[config.mk]
export PLATFORM = sky130hd
export DESIGN_NAME = word_serializer_ctrl_flat
export DESIGN_NICKNAME = d
export VERILOG_FILES = /design/src/rtl/word_serializer_if.sv /design/src/rtl/word_serializer_ctrl.sv /design/src/flat_wrapper.sv
export SDC_FILE = /design/constraint.sdc
export NUM_CORES = 1
export LEC_CHECK = 0
export CAP_MARGIN = 20
export CORE_ASPECT_RATIO = 1.25
export CORE_MARGIN = 2
export CORE_UTILIZATION = 44
export DETAILED_ROUTE_END_ITERATION = 7
export PLACE_DENSITY = 0.8
export SETUP_SLACK_MARGIN = 0.1
export SYNTH_ARGS = -nofsm -noshare
export SYNTH_HDL_FRONTEND = slang
export SYNTH_SLANG_ARGS = --single-unit
[constraint.sdc]
create_clock -name clk -period 3.4 [get_ports clk]
set_input_delay 0.34 -clock clk [delete_from_list [all_inputs] [get_ports clk]]
set_output_delay 0.34 -clock clk [all_outputs]
set_load 0.005 [all_outputs]
[src/rtl/word_serializer_if.sv]
// Handshake/stream bundle for word_serializer_ctrl: parallel word in, framed bit stream out.
// master = upstream producer / downstream consumer side, slave = the serializer.
interface word_serializer_if #(
   parameter int unsigned WORD_WIDTH = 16
);
   logic [WORD_WIDTH-1:0] inWord;
   logic                  inValid;
   logic                  inReady;
   logic                  outBit;
   logic                  outValid;
   logic                  outFirst;
   logic                  outLast;
   logic                  outStall;
   logic                  busy;

   modport master (
      output inWord, inValid, outStall,
      input  inReady, outBit, outValid, outFirst, outLast, busy
   );

   modport slave (
      input  inWord, inValid, outStall,
      output inReady, outBit, outValid, outFirst, outLast, busy
   );
endinterface

[src/rtl/word_serializer_ctrl.sv]
// Parallel-to-bit-serial front end with first/last framing, consumer stall and debug stepping.
// Optional one-word skid buffer for gapless back-to-back words: define WORD_SERIALIZER_SKID_EN.
module word_serializer_ctrl #(
   parameter int unsigned DEBUG      = 1,
   parameter int unsigned WORD_WIDTH = 16,
   parameter int unsigned MSB_FIRST  = 1
) (
   input  logic              clk,
   input  logic              rstn,
   input  logic              dbg_clk_enable,
   word_serializer_if.slave  bus
);
   localparam int unsigned CNT_W = (WORD_WIDTH > 1) ? $clog2(WORD_WIDTH) : 1;
   localparam logic [CNT_W-1:0] LAST_CNT = CNT_W'(WORD_WIDTH - 1);

   if (WORD_WIDTH < 2) begin : g_chk_width
      $error("word_serializer_ctrl: WORD_WIDTH must be >= 2");
   end
   if (MSB_FIRST > 1) begin : g_chk_order
      $error("word_serializer_ctrl: MSB_FIRST must be 0 or 1");
   end

   typedef enum logic {S_IDLE = 1'b0, S_SHIFT = 1'b1} state_t;

   state_t                r_state;
   state_t                w_state_nxt;
   logic [WORD_WIDTH-1:0] r_shreg;
   logic [CNT_W-1:0]      r_bit_cnt;

   logic                  w_ce;
   logic                  w_last;
   logic                  w_advance;
   logic                  w_accept;
   logic                  w_in_ready;
   logic                  w_out_bit;
   logic                  w_out_valid;
   logic                  w_out_first;
   logic                  w_out_last;
   logic                  w_busy;
   logic                  w_shift_ready;
   logic                  w_skid_full;
   logic                  w_drain_skid;
   logic                  w_direct_load;
   logic [WORD_WIDTH-1:0] w_skid_word;
   logic [WORD_WIDTH-1:0] w_shifted;

   assign w_ce      = (DEBUG != 0) ? dbg_clk_enable : 1'b1;
   assign w_last    = (r_bit_cnt == LAST_CNT);
   assign w_advance = (r_state == S_SHIFT) & w_ce & ~bus.outStall;
   assign w_accept  = bus.inValid & w_in_ready;
   assign w_shifted = (MSB_FIRST != 0) ? (r_shreg << 1) : (r_shreg >> 1);

`ifdef WORD_SERIALIZER_SKID_EN
   logic                  r_skid_full;
   logic [WORD_WIDTH-1:0] r_skid_word;
   logic                  w_to_skid;

   // A word arriving on the last-bit advance with an empty skid bypasses it.
   assign w_direct_load = w_accept & w_advance & w_last & ~r_skid_full;
   assign w_to_skid     = w_accept & (r_state == S_SHIFT) & ~w_direct_load;
   assign w_drain_skid  = w_advance & w_last & r_skid_full;
   assign w_skid_full   = r_skid_full;
   assign w_skid_word   = r_skid_word;
   assign w_shift_ready = ~r_skid_full & w_ce & rstn;

   always_ff @(posedge clk or negedge rstn) begin
      if (!rstn) begin
         r_skid_full <= 1'b0;
         r_skid_word <= '0;
      end else if (w_ce) begin
         if (w_to_skid) begin
            r_skid_full <= 1'b1;
            r_skid_word <= bus.inWord;
         end else if (w_drain_skid) begin
            r_skid_full <= 1'b0;
         end
      end
   end
`else
   assign w_direct_load = 1'b0;
   assign w_drain_skid  = 1'b0;
   assign w_skid_full   = 1'b0;
   assign w_skid_word   = '0;
   assign w_shift_ready = 1'b0;
`endif

   // State register
   always_ff @(posedge clk or negedge rstn) begin
      if (!rstn) r_state <= S_IDLE;
      else       r_state <= w_state_nxt;
   end

   // Next-state logic
   always_comb begin
      w_state_nxt = r_state;
      unique case (r_state)
         S_IDLE:  if (w_accept) w_state_nxt = S_SHIFT;
         S_SHIFT: if (w_advance & w_last & ~w_drain_skid & ~w_direct_load) w_state_nxt = S_IDLE;
         default: w_state_nxt = S_IDLE;
      endcase
   end

   // Shift register and bit counter
   always_ff @(posedge clk or negedge rstn) begin
      if (!rstn) begin
         r_shreg   <= '0;
         r_bit_cnt <= '0;
      end else if (w_ce) begin
         if ((r_state == S_IDLE) && w_accept) begin
            r_shreg   <= bus.inWord;
            r_bit_cnt <= '0;
         end else if (w_direct_load) begin
            r_shreg   <= bus.inWord;
            r_bit_cnt <= '0;
         end else if (w_drain_skid) begin
            r_shreg   <= w_skid_word;
            r_bit_cnt <= '0;
         end else if (w_advance && !w_last) begin
            r_shreg   <= w_shifted;
            r_bit_cnt <= r_bit_cnt + CNT_W'(1);
         end
      end
   end

   // Output decode
   always_comb begin
      w_in_ready  = 1'b0;
      w_out_valid = 1'b0;
      w_out_first = 1'b0;
      w_out_last  = 1'b0;
      w_out_bit   = 1'b0;
      w_busy      = w_skid_full;
      unique case (r_state)
         S_IDLE: w_in_ready = w_ce & rstn;
         S_SHIFT: begin
            w_in_ready  = w_shift_ready;
            w_out_valid = 1'b1;
            w_out_first = (r_bit_cnt == '0);
            w_out_last  = w_last;
            w_out_bit   = (MSB_FIRST != 0) ? r_shreg[WORD_WIDTH-1] : r_shreg[0];
            w_busy      = 1'b1;
         end
         default: ;
      endcase
   end

   assign bus.inReady  = w_in_ready;
   assign bus.outValid = w_out_valid;
   assign bus.outFirst = w_out_first;
   assign bus.outLast  = w_out_last;
   assign bus.outBit   = w_out_bit;
   assign bus.busy     = w_busy;
endmodule
[src/flat_wrapper.sv]
// flat-port wrapper written by rule: the top's interface ports become plain ports
module word_serializer_ctrl_flat 
#(
   parameter int unsigned DEBUG      = 1,
   parameter int unsigned WORD_WIDTH = 16,
   parameter int unsigned MSB_FIRST  = 1
)
  (clk, rstn, dbg_clk_enable, bus_inWord, bus_inValid, bus_outStall, bus_inReady, bus_outBit, bus_outValid, bus_outFirst, bus_outLast, bus_busy);
  word_serializer_if #(.WORD_WIDTH(WORD_WIDTH)) bus_i ();
  input  logic clk;
  input  logic rstn;
  input  logic dbg_clk_enable;
  input wire logic [$bits(bus_i.inWord)-1:0] bus_inWord;
  input wire logic [$bits(bus_i.inValid)-1:0] bus_inValid;
  input wire logic [$bits(bus_i.outStall)-1:0] bus_outStall;
  output wire logic [$bits(bus_i.inReady)-1:0] bus_inReady;
  output wire logic [$bits(bus_i.outBit)-1:0] bus_outBit;
  output wire logic [$bits(bus_i.outValid)-1:0] bus_outValid;
  output wire logic [$bits(bus_i.outFirst)-1:0] bus_outFirst;
  output wire logic [$bits(bus_i.outLast)-1:0] bus_outLast;
  output wire logic [$bits(bus_i.busy)-1:0] bus_busy;
  assign bus_i.inWord = bus_inWord;
  assign bus_i.inValid = bus_inValid;
  assign bus_i.outStall = bus_outStall;
  assign bus_inReady = bus_i.inReady;
  assign bus_outBit = bus_i.outBit;
  assign bus_outValid = bus_i.outValid;
  assign bus_outFirst = bus_i.outFirst;
  assign bus_outLast = bus_i.outLast;
  assign bus_busy = bus_i.busy;
  word_serializer_ctrl #(.DEBUG(DEBUG), .WORD_WIDTH(WORD_WIDTH), .MSB_FIRST(MSB_FIRST)) u_core (.clk(clk), .rstn(rstn), .dbg_clk_enable(dbg_clk_enable), .bus(bus_i));
endmodule
---- Word-level counts from Yosys, hierarchy flattened ----
Index checks and enable logic that the tools add are counted.
word-level totals
  flip-flop bits (word level) ............. 21
  bits of input ports ..................... 21
  word-level logic and storage cells ...... 30
cells by class
  add/subtract/negate cells ............... 1
  equality and inequality tests ........... 1
  muxes and demuxes ....................... 12
  bitwise logic cells ..................... 7
  reduce and logical (&&, ||, !) cells .... 6
operators with widths
  cell                                                           number
  16-bit 2-to-1 mux                                              2
  4-bit 2-to-1 mux                                               2
  1-bit 2-to-1 mux                                               6
  1-bit bitwise AND                                              5
  4-bit by 1-bit adder with 4-bit output, second input constant  1
  4-bit equality test, second input constant                     1
  4-bit zero test                                                1
  1-bit one-hot mux with 2 select lines                          2
  1-bit logical AND                                              2
  1-bit inverter                                                 2
  2-bit AND reduction                                            1
  2-bit nonzero test                                             1
  1-bit zero test                                                1

---- Depth between registers and ports, before layout ----
  depth in word-level cells ............... 6
  mapped depth ............................ 6
  gate-level depth less buffers ........... 4

---- Worst setup path after synthesis ----
OpenSTA, ideal clock, no wires.
  path type ............................... reg-to-reg
  from .................................... register u_core.r_bit_cnt[0]
  to ...................................... register u_core.r_shreg[2]
  library setup time ...................... 0.126 ns
  arrival ................................. 1.483 ns
  required time ........................... 3.274 ns
  setup slack ............................. 1.791 ns
  cell stages (with the launch flop) ...... 7
  buffers on the path ..................... 2
  clock period less this slack ............ 1.609 ns
  cells stage by stage .................... dfrtp_1 > ha_1 > and3_4 > buf_6 > buf_6 > o211a_1 > a221o_1
on the way
  word-level cells in the longest chain between the ends .. 5
RTL lines
  element                        line                         text
  start: declaration             word_serializer_ctrl.sv:28   logic [CNT_W-1:0] r_bit_cnt;
  start signal: assignment       word_serializer_ctrl.sv:120  r_bit_cnt <= r_bit_cnt + CNT_W'(1);
  4-bit equality test            word_serializer_ctrl.sv:48   assign w_last = (r_bit_cnt == LAST_CNT);
  1-bit zero test                word_serializer_ctrl.sv:118  end else if (w_advance && !w_last) begin
  1-bit logical AND              word_serializer_ctrl.sv:118
  2-bit nonzero test (no line)   n/a
  2-bit AND reduction (no line)  n/a
  end signal: assignment         word_serializer_ctrl.sv:113  r_shreg <= bus.inWord;
  end signal: assignment         word_serializer_ctrl.sv:116  r_shreg <= w_skid_word;
  end signal: assignment         word_serializer_ctrl.sv:119  r_shreg <= w_shifted;
  end: declaration               word_serializer_ctrl.sv:27   logic [WORD_WIDTH-1:0] r_shreg;
Every way passes these cells.
A chain may end at the register's enable or synchronous reset.

---- Worst setup path in the final report ----
  from .................................... register u_core.r_bit_cnt[0]
  to ...................................... output port bus_outLast
on the way
  word-level cells in the longest chain between the ends .. 2
RTL lines
  element              line                         text
  4-bit equality test  word_serializer_ctrl.sv:48
  1-bit 2-to-1 mux     word_serializer_ctrl.sv:133  unique case (r_state)
  end: declaration     flat_wrapper.sv:20           output wire logic [$bits(bus_i.outLast)-1:0] bus_outLast;
Every way passes these cells.

==> qor.yml <==
final_cell_mix: "26 x clkdlybuf4s50_1, 21 x dfrtp_1, 14 x o211a_1, 14 x a221o_1, 7 x nand2_1"
reg2regPathDepth: 4
r2r_start: "u_core.r_bit_cnt[0]$_DFFE_PN0P_"
maxCapViolCount: 0
num-fill-cells: 241
hold_class: "in2async"
path_cells: "ha_1 > and3_4 > and2_1 > clkdlybuf4s50_1"
clock_latency_ps: 290
cts_buffers: 3
hold_violations: 0
path_clk_slew_ps: 110
cts_num_sinks: 21
synth.avg_cell_area_sq_um: 11.7
detail-route-antenna-nets: 0
r2r_slack_ps: 1640
ys_ff_latch: 21
nNetsFinal: 144
critPathTopFamily: "simple AND/OR/NAND/NOR gates"
wl_per_cell_um: 16.1
areaGrowthSynthToFinish_pct: 22.7
synthCells: 98
coreArea_sq_um: 2450
holdWs_ps: 329
cts_resized: 0
ir_drop_uv: 324
critPathKind: "reg2out"
setup_violations: 0
fin_worst_skew_ps: 1.42
via_per_inst: 5.82
first_pass_iters: 4
relSlewSlack_pct: 55.4
initial_core_util_pct: 46.8
finalCritPeriodShare_pct: 66.2
rsz0062_at_grt: "no"
cts.hold.buffers_added: 0
ios: 27
start_kind: "register"
grt_first_pass_wirelength_mm: 4.08
period_minus_slack_ps: 2250
vias: 890
layout_commonest_cell: "clkdlybuf4s50_1"
cp.buffers_inverters: 1
netlist-cell-type-count: 24
synth.cell_area_sq_um: 1150
regToRegEndpoint: "u_core.r_shreg[0]$_DFFE_PN0P_"
end_kind: "primary output"
tritoncts: "yes"
status: "finished, final reports clean"
die_h_um: 61.1
critPathMaxFanout: 20
hpwlAfterDp_mm: 1.69
die-area_sq_um: 3040
final_cells: 153
required_ps: 3060
fmax_ghz: 0.444
place_congestion: 0.841
wl_mm: 2.47
cts_buffer_depth: 2
postCtsSetupBuffers: 0
grt_pass1_vias: 903
drive_gt1_share_pct: 6.67
grt_start_max_net_pins: 21
port_buffers: 26
drc_errors: 0
final.setup.tns_ps: 0
cp_slowest_cell: "clkdlybuf4s50_1"
slowest_delay_ps: 490
ys_seq_area_share_pct: 45.8
p_leak_nw: 0.703
grt_overflow: 0
placed_cells: 149
drv_slew: 0
tightest_slew_ps: 668
syn_nets: 121
grt_antenna_before_repair: 0
grt.total_usage_pct: 17.6
ys_warn_count: 0
die_w_um: 49.7
arrival_ps: 1910
htree_levels: 1
diodes: 0
clock_tree.root_cell: "clkbuf_4"
power_density_nw_per_um2: 602
row_count: 20
drtIter0Drc: 18
[cell families after synthesis]
kind of cell / Yosys count / synth area share, %
and+or+nand+nor: 25 / 14.7
buffers and inverters: 11 / 7.19
adders and majority gates: 2 / 2.18
muxes: 2 / 1.74
AOI/OAI and AO/OA: 37 / 28.4
DFF: 21 / 45.8
[area by class of cell]
class / count / area, sq um / share of cell area, %
tap: 33 / 41.3 / 2.93
clock buffer: 4 / 26.3 / 1.87
sequential: 21 / 526 / 37.3
multi-input combinational: 66 / 541 / 38.4
timing repair buffer: 27 / 268 / 19.0
inverter: 2 / 7.51 / 0.533
[Yosys cell counts]
master | number | area, sq um
a31oi_1 | 1 | 6.26
o211a_1 | 14 | 140
and2_1 | 2 | 12.5
a221o_1 | 14 | 140
ha_1 | 2 | 25.0
or2b_1 | 1 | 7.51
nand3_1 | 5 | 25.0
and3b_1 | 1 | 8.76
mux2i_1 | 2 | 20.0
dfrtp_1 | 21 | 526
buf_6 | 4 | 45.0
and3_4 | 1 | 11.3
inv_1 | 2 | 7.51
a21oi_1 | 3 | 15.0
buf_2 | 3 | 15.0
and4b_1 | 1 | 10.0
nand2_1 | 7 | 26.3
buf_4 | 2 | 15.0
nor2_1 | 2 | 7.51
nor2_2 | 1 | 6.26
nand3b_4 | 1 | 20.0
nor3_1 | 2 | 10.0
o21ai_0 | 5 | 25.0
nand4b_4 | 1 | 23.8
[worst max-delay path by stage]
stage | from | to | slack, ps | cells after the start
2_1_floorplan | u_core.r_bit_cnt[0]$_DFFE_PN0P_ | u_core.r_shreg[2]$_DFFE_PN0P_ | 1790 | 6
3_3_place_gp | rstn | u_core.r_shreg[8]$_DFFE_PN0P_ | 1320 | 3
3_5_place_dp | rstn | u_core.r_shreg[10]$_DFFE_PN0P_ | 1290 | 3
4_1_cts | u_core.r_bit_cnt[0]$_DFFE_PN0P_ | bus_outLast | 1130 | 4
5_1_grt | u_core.r_bit_cnt[1]$_DFFE_PN0P_ | bus_outLast | 1030 | 4
6_report | u_core.r_bit_cnt[0]$_DFFE_PN0P_ | bus_outLast | 1150 | 4
[state kept, by name (all words and copies together), names as in the netlist]
name,count
u_core.r_shreg,16
u_core.r_bit_cnt,4
u_core.r_state,1
[metrics by stage]
step	area, sq um	worst slack, ps	util, %	total power [mW]
floorplan	1150	1790	-	0.627
global placement	1380	1320	56.4	0.719
detailed placement	1380	1290	56.4	0.735
CTS	1410	1130	57.4	0.855
global route	1410	1030	57.4	0.910
finish	1410	1150	57.4	0.848
[metal layers]
metal | track usage, % | vias to the layer above | wire length, um
li1 | - | 430 | -
met1 | 19.6 | 441 | 1040
met2 | 34.5 | 17 | 1330
met3 | 1.70 | 2 | 63
met4 | 7.14 | 0 | 27
met5 | 0 | - | 0
[where the power goes]
group	internal, mW	switching, mW
clock network	0.0456	0.0725
registers	0.354	0.0793
logic	0.186	0.110
total	0.586	0.262
Power figures use the tool's default switching activity.
==> variant 1: new RTL, same flow settings <==
Add a define of `WORD_SERIALIZER_SKID_EN`.
--- a/src/rtl/word_serializer_ctrl.sv
+++ b/src/rtl/word_serializer_ctrl.sv
@@ -1,5 +1,7 @@
 // Parallel-to-bit-serial front end with first/last framing, consumer stall and debug stepping.
 // Optional one-word skid buffer for gapless back-to-back words: define WORD_SERIALIZER_SKID_EN.
+`define WORD_SERIALIZER_SKID_EN
+
 module word_serializer_ctrl #(
    parameter int unsigned DEBUG      = 1,
    parameter int unsigned WORD_WIDTH = 16,
Function: changed (a bounded check fails within 4 cycles, from zero or initial values and one cycle with rstn low).
==> variant 1 against the unedited design <==
- register-to-register slack worse by 590 ps
- synthesized area rose by 81%
- utilization fell by 3.9 points
- fmax shrank 16%
- global-route usage is 4.2 points higher
- power rose by 110%
- sequential power up 88%
- wire length rose by 100%
- worst setup slack worse by 440 ps
- design area up 77%
- sequential cell count up 17
- clock power grew to 3.2 times the old value
- worst hold slack gained 170 ps
- synthesized cell count up 100%
==> variant 1: results (changes against the unedited design) <==
Non-clock inverter count -> 17 (+15)
Syn nets -> 220 (+82%)
Post-Synth Adder-Cell Area -> 1.20% (-0.98 points)
Number of DRC markers in iteration 0 -> 151 (+133)
Clk tree area frac -> 4.36% (+2.5 points)
RePlAce Congestion -> 0.817 (-2.9%)
Post-synthesis mux area share -> 11.2% (+9.5 points)
Leak pwr -> 1.07 nW (+52%)
Peak fanout along the critical path -> 21 (+5.0%)
Met1 Use GR -> 26.4% (+6.8 points)
Drt wl/cell -> 17.9 µm (+11%)
Largest net degree at the start of global routing -> 25 (+19%)
Worst Hold Margin -> 494 ps (+165 ps)
TritonCTS Buffers -> 5 (+2)
Worst-Margin Slew -> 878 ps (+210 ps)
Clk root buf -> clkbuf_8
R2R Setup Slk -> 1050 ps (-590 ps)
Most frequent cells after synthesis -> dfrtp_1 (38), inv_1 (17), o22ai_1 (17)
Area of the multi-input gates -> 972 µm² (+80%)
CTS Hold Bufs -> 1 (+1)
Crit path arrival time -> 2870 ps (+960 ps)
Peak VDD IR -> 0.000341 V (+5.2%)
Multi-In Gates -> 124 (+88%)
Grt met3 use -> 5.26% (+3.6 points)
Non-clk bufs -> 35 (+30%)
Worst-path clk slew -> 70 ps (-40 ps)
Compound-Gate Fraction of Synth Area -> 24.5% (-4.0 points)
FILL cells -> 406 (+68%)
DR WL met3 -> 236 µm (+270%)
Met2 wire length -> 2450 µm (+84%)
First-pass GRT wire length -> 8610 µm (+110%)
GRT Total Usage -> 21.7% (+4.2 points)
# nets final -> 244 (+69%)
Sequential share of cell area -> 38.1% (+0.80 points)
Synth cell types -> 37 (+54%)
Non-clk buf share -> 13.0% (-6.0 points)
Sw Share -> 33.3% (+2.4 points)
Metal-1 WL -> 2250 µm (+120%)
Post-cts resize count -> 0 (unchanged)
Sequential area share after synthesis -> 45.7% (-0.051 points)
Largest registers -> u_core.r_shreg (16), u_core.r_skid_word (16), u_core.r_bit_cnt (4)
Met2 GRT Util -> 35.7% (+1.2 points)
Post-route clock skew -> 7.66 ps (+6.24 ps)
Share of layout cells above drive strength 1 -> 17.1% (+10 points)
H-Tree Depth -> 2 (+1)
CP max-delay cell -> or4_1
CTS Sinks -> 38 (+81%)
Clock group total power -> 0.382 mW (+220%)
Top cells by area in the synthesized netlist -> dfrtp_1 (46%), mux2_4 (6.5%), o2bb2ai_1 (6.3%)
Vias -> 1,726 (+94%)
Status -> completed
Final HPWL DP -> 3160 µm (+87%)
Worst hold path class -> flip-flop to flip-flop
Gate power share -> 32.5% (-2.5 points)
Crit-path max cell delay -> 950 ps (+460 ps)
-- variant 1: cell families after synthesis --
family,Yosys count
DFF,38
adders and majority gates,2
and+or+nand+nor,33
AOI/OAI and AO/OA,71
buffers and inverters,35
muxes,18
-- variant 1: final timing paths --
check / end / startpoint / depth (start not counted)
min: u_core.r_shreg[5] / u_core.r_shreg[5] / 1
max reg2reg: u_core.r_skid_word[10] / u_core.r_skid_full / 2
max: u_core.r_skid_word[10] / rstn / 5
min reg2reg: u_core.r_shreg[5] / u_core.r_shreg[5] / 1
max in group asynchronous: u_core.r_skid_word[14] / rstn / 3
min in group asynchronous: u_core.r_bit_cnt[2] / rstn / 2
-- variant 1: per-stage QoR --
step	total power [mW]	setup slack (ps)	util (%)	instance area (µm²)	cells
2_1_floorplan	1.20	1500	-	2080	197
3_5_place_dp	1.39	752	51.0	2380	273
6_report	1.77	714	53.6	2500	282
5_1_grt	1.89	560	53.6	2500	282
3_3_place_gp	1.36	773	51.0	2380	273
4_1_cts	1.77	704	53.6	2500	282
==> variant 2: new RTL, same settings <==
Without the edit above. `WORD_WIDTH` is set to 16 in 3 places; all go to 32.
--- a/src/rtl/word_serializer_if.sv
+++ b/src/rtl/word_serializer_if.sv
@@ -1,7 +1,7 @@
 // Handshake/stream bundle for word_serializer_ctrl: parallel word in, framed bit stream out.
 // master = upstream producer / downstream consumer side, slave = the serializer.
 interface word_serializer_if #(
-   parameter int unsigned WORD_WIDTH = 16
+   parameter int unsigned WORD_WIDTH = 32
 );
    logic [WORD_WIDTH-1:0] inWord;
    logic                  inValid;
--- a/src/rtl/word_serializer_ctrl.sv
+++ b/src/rtl/word_serializer_ctrl.sv
@@ -2,7 +2,7 @@
 // Optional one-word skid buffer for gapless back-to-back words: define WORD_SERIALIZER_SKID_EN.
 module word_serializer_ctrl #(
    parameter int unsigned DEBUG      = 1,
-   parameter int unsigned WORD_WIDTH = 16,
+   parameter int unsigned WORD_WIDTH = 32,
    parameter int unsigned MSB_FIRST  = 1
 ) (
    input  logic              clk,
--- a/src/flat_wrapper.sv
+++ b/src/flat_wrapper.sv
@@ -2,7 +2,7 @@
 module word_serializer_ctrl_flat 
 #(
    parameter int unsigned DEBUG      = 1,
-   parameter int unsigned WORD_WIDTH = 16,
+   parameter int unsigned WORD_WIDTH = 32,
    parameter int unsigned MSB_FIRST  = 1
 )
   (clk, rstn, dbg_clk_enable, bus_inWord, bus_inValid, bus_outStall, bus_inReady, bus_outBit, bus_outValid, bus_outFirst, bus_outLast, bus_busy);
Interface: changed (resized bus_inWord); port bits go from 27 to 43. No check against the original RTL was run, so the function may have changed too.
==> variant 2 against the unedited design <==
- power increased by 82%
- design area increased by 68%
- sequential cell count increased by 17
- synthesized area increased by 60%
- highest routed layer unchanged
- wire length increased by 42%
- global-route usage decreased by 1.4 points
- worst setup slack got worse by 170 ps
- largest cell class is now sequential cells
- cell count increased by 81%
- critical endpoint is now u_core.r_shreg[9]
==> variant 2: results (changes against the unedited design) <==
Drt total wl -> 3500 µm (+42%)
Leak pwr -> 1.12 nW (+59%)
GRT Total Usage -> 16.2% (-1.4 points)
Top cells by area in the synthesized netlist -> dfrtp_1 (52%), a21oi_2 (9.5%), o22ai_1 (8.5%)
Syn nets -> 219 (+81%)
Ant. Diodes -> 0 (unchanged)
Worst-Margin Slew -> 619 ps (-49.4 ps)
Largest registers -> u_core.r_shreg (32), u_core.r_bit_cnt (5), u_core.r_state (1)
Worst Hold Margin -> 503 ps (+174 ps)
Post-Synth Adder-Cell Area -> 2.04% (-0.14 points)
Crit path arrival time -> 2630 ps (+720 ps)
Worst hold path class -> flip-flop to flip-flop
Status -> completed
Crit-path max cell delay -> 400 ps (-90 ps)
Post-route clock skew -> 6.09 ps (+4.67 ps)
Clk root buf -> clkbuf_8
# nets final -> 260 (+81%)
Final HPWL DP -> 2440 µm (+44%)
Synth warnings -> 0 (unchanged)
Hold path start -> u_core.r_shreg[0]
Hold Path End -> u_core.r_shreg[0]
Synth Area in XOR/XNOR -> 0.476% (+0.48 points)
Sequential area share after synthesis -> 51.7% (+5.9 points)
Largest net degree at the start of global routing -> 35 (+67%)
Initial antenna violation count -> 0 (unchanged)
H-Tree Depth -> 2 (+1)
Reg-to-reg endpoint -> u_core.r_shreg[9]
Synth async-reset ratio -> 100% (unchanged)
Most frequent cells after synthesis -> dfrtp_1 (38), inv_1 (28), o22ai_1 (25)
Peak fanout along the critical path -> 34 (+70%)
Number of DRC markers in iteration 0 -> 81 (+63)
Setup slack at placement -> 973 ps (-317 ps)
First-pass GRT wire length -> 5710 µm (+40%)
CP max-delay cell -> dfrtp_1
Number of global-route vias before repair -> 1,336 (+48%)
Vias -> 1,389 (+56%)
Post-synthesis mux area share -> 4.35% (+2.6 points)
Port Buffer Count -> 42 (+62%)
R2R Setup Slk -> 980 ps (-660 ps)
Worst-path clk slew -> 70 ps (-40 ps)
TritonCTS Buffers -> 5 (+2)
Reg2Reg Depth -> 8 (+4)
RePlAce Congestion -> 0.710 (-16%)
Synth cell types -> 25 (+4.2%)
Share of layout cells above drive strength 1 -> 14.9% (+8.3 points)
Compound-Gate Fraction of Synth Area -> 22.1% (-6.3 points)
Peak VDD IR -> 0.000318 V (-2.0%)
-- variant 2: cell types whose count changed after synthesis, sizes merged, moves of 2 or more --
cell | unedited run | this run
inv | 2 | 28
o22ai | 0 | 25
a21oi | 3 | 27
dfrtp | 21 | 38
a221o | 14 | 0
o211a | 14 | 0
mux2i | 2 | 8
nand2 | 7 | 11
nand3 | 5 | 2
o21ai | 5 | 8
clkbuf | 0 | 2
or3 | 0 | 2
-- variant 2: worst max path at each step --
stage                                   start  cells after the start            endpoint  slack (ps)
after global placement    u_core.r_bit_cnt[0]                      8  u_core.r_shreg[27]        1080
after detailed placement  u_core.r_bit_cnt[1]                      8   u_core.r_shreg[9]         970
final                     u_core.r_bit_cnt[0]                      8   u_core.r_shreg[9]         980
after floorplan           u_core.r_bit_cnt[0]                      8  u_core.r_shreg[12]        1540
after CTS                 u_core.r_bit_cnt[1]                      8   u_core.r_shreg[9]         960
after global routing      u_core.r_bit_cnt[1]                      8   u_core.r_shreg[9]         810
-- variant 2: worst min-delay path, delay by kind of cell, from the launching register on --
| family | cells | cell delay, ps |
|---|---|---|
| flops | 1 | 340 |
| simple gates | 2 | 130 |
-- variant 2: kinds of logic after synthesis --
logic type | Yosys count
adder cells (fa/ha/maj) | 3
XOR/XNOR | 1
flip-flops | 38
AND/OR/NAND/NOR | 29
AO/OA/AOI/OAI | 60
buffers and inverters | 40
multiplexers | 8
-- variant 2: timing repair --
item,in CTS,in global routing
hold buffers,1,0
hold endpoints to repair,14,0
gates resized for setup,0,0
-- variant 2: where the power goes --
part	total, mW	internal, mW	switching [mW]
clock	0.312	0.163	0.148
sequential	0.768	0.649	0.119
combinational	0.461	0.245	0.216
-- variant 2: layout make-up --
| class | instances | area, µm² |
|---|---|---|
| Multi-Input combinational cell | 101 | 707 |
| Sequential cell | 38 | 951 |
| Clock buffer | 7 | 86.3 |
| Timing Repair Buffer | 46 | 448 |
| Tap cell | 56 | 70.1 |
| Fill cell | 353 | 1690 |
| Inverter | 28 | 105 |
| Clock inverter | 1 | 5.00 |
-- variant 2: metal layers --
layer  GRT usage [%]  vias to the layer above  wire length (µm)
met4            8.09                        0                73
li1                -                      699                 -
met2            24.4                       29              1700
met3            4.75                        7               116
met1            20.6                      654              1610
met5               0                        -                 0
-- variant 2: metrics by stage --
stage | utilization, % | instances | cell area (µm²)
floorplan | - | 179 | 1840
detailed placement | 55.8 | 268 | 2270
global route | 58.3 | 277 | 2370
global placement | 55.8 | 268 | 2270
finish | 58.3 | 277 | 2370
CTS | 58.3 | 277 | 2370
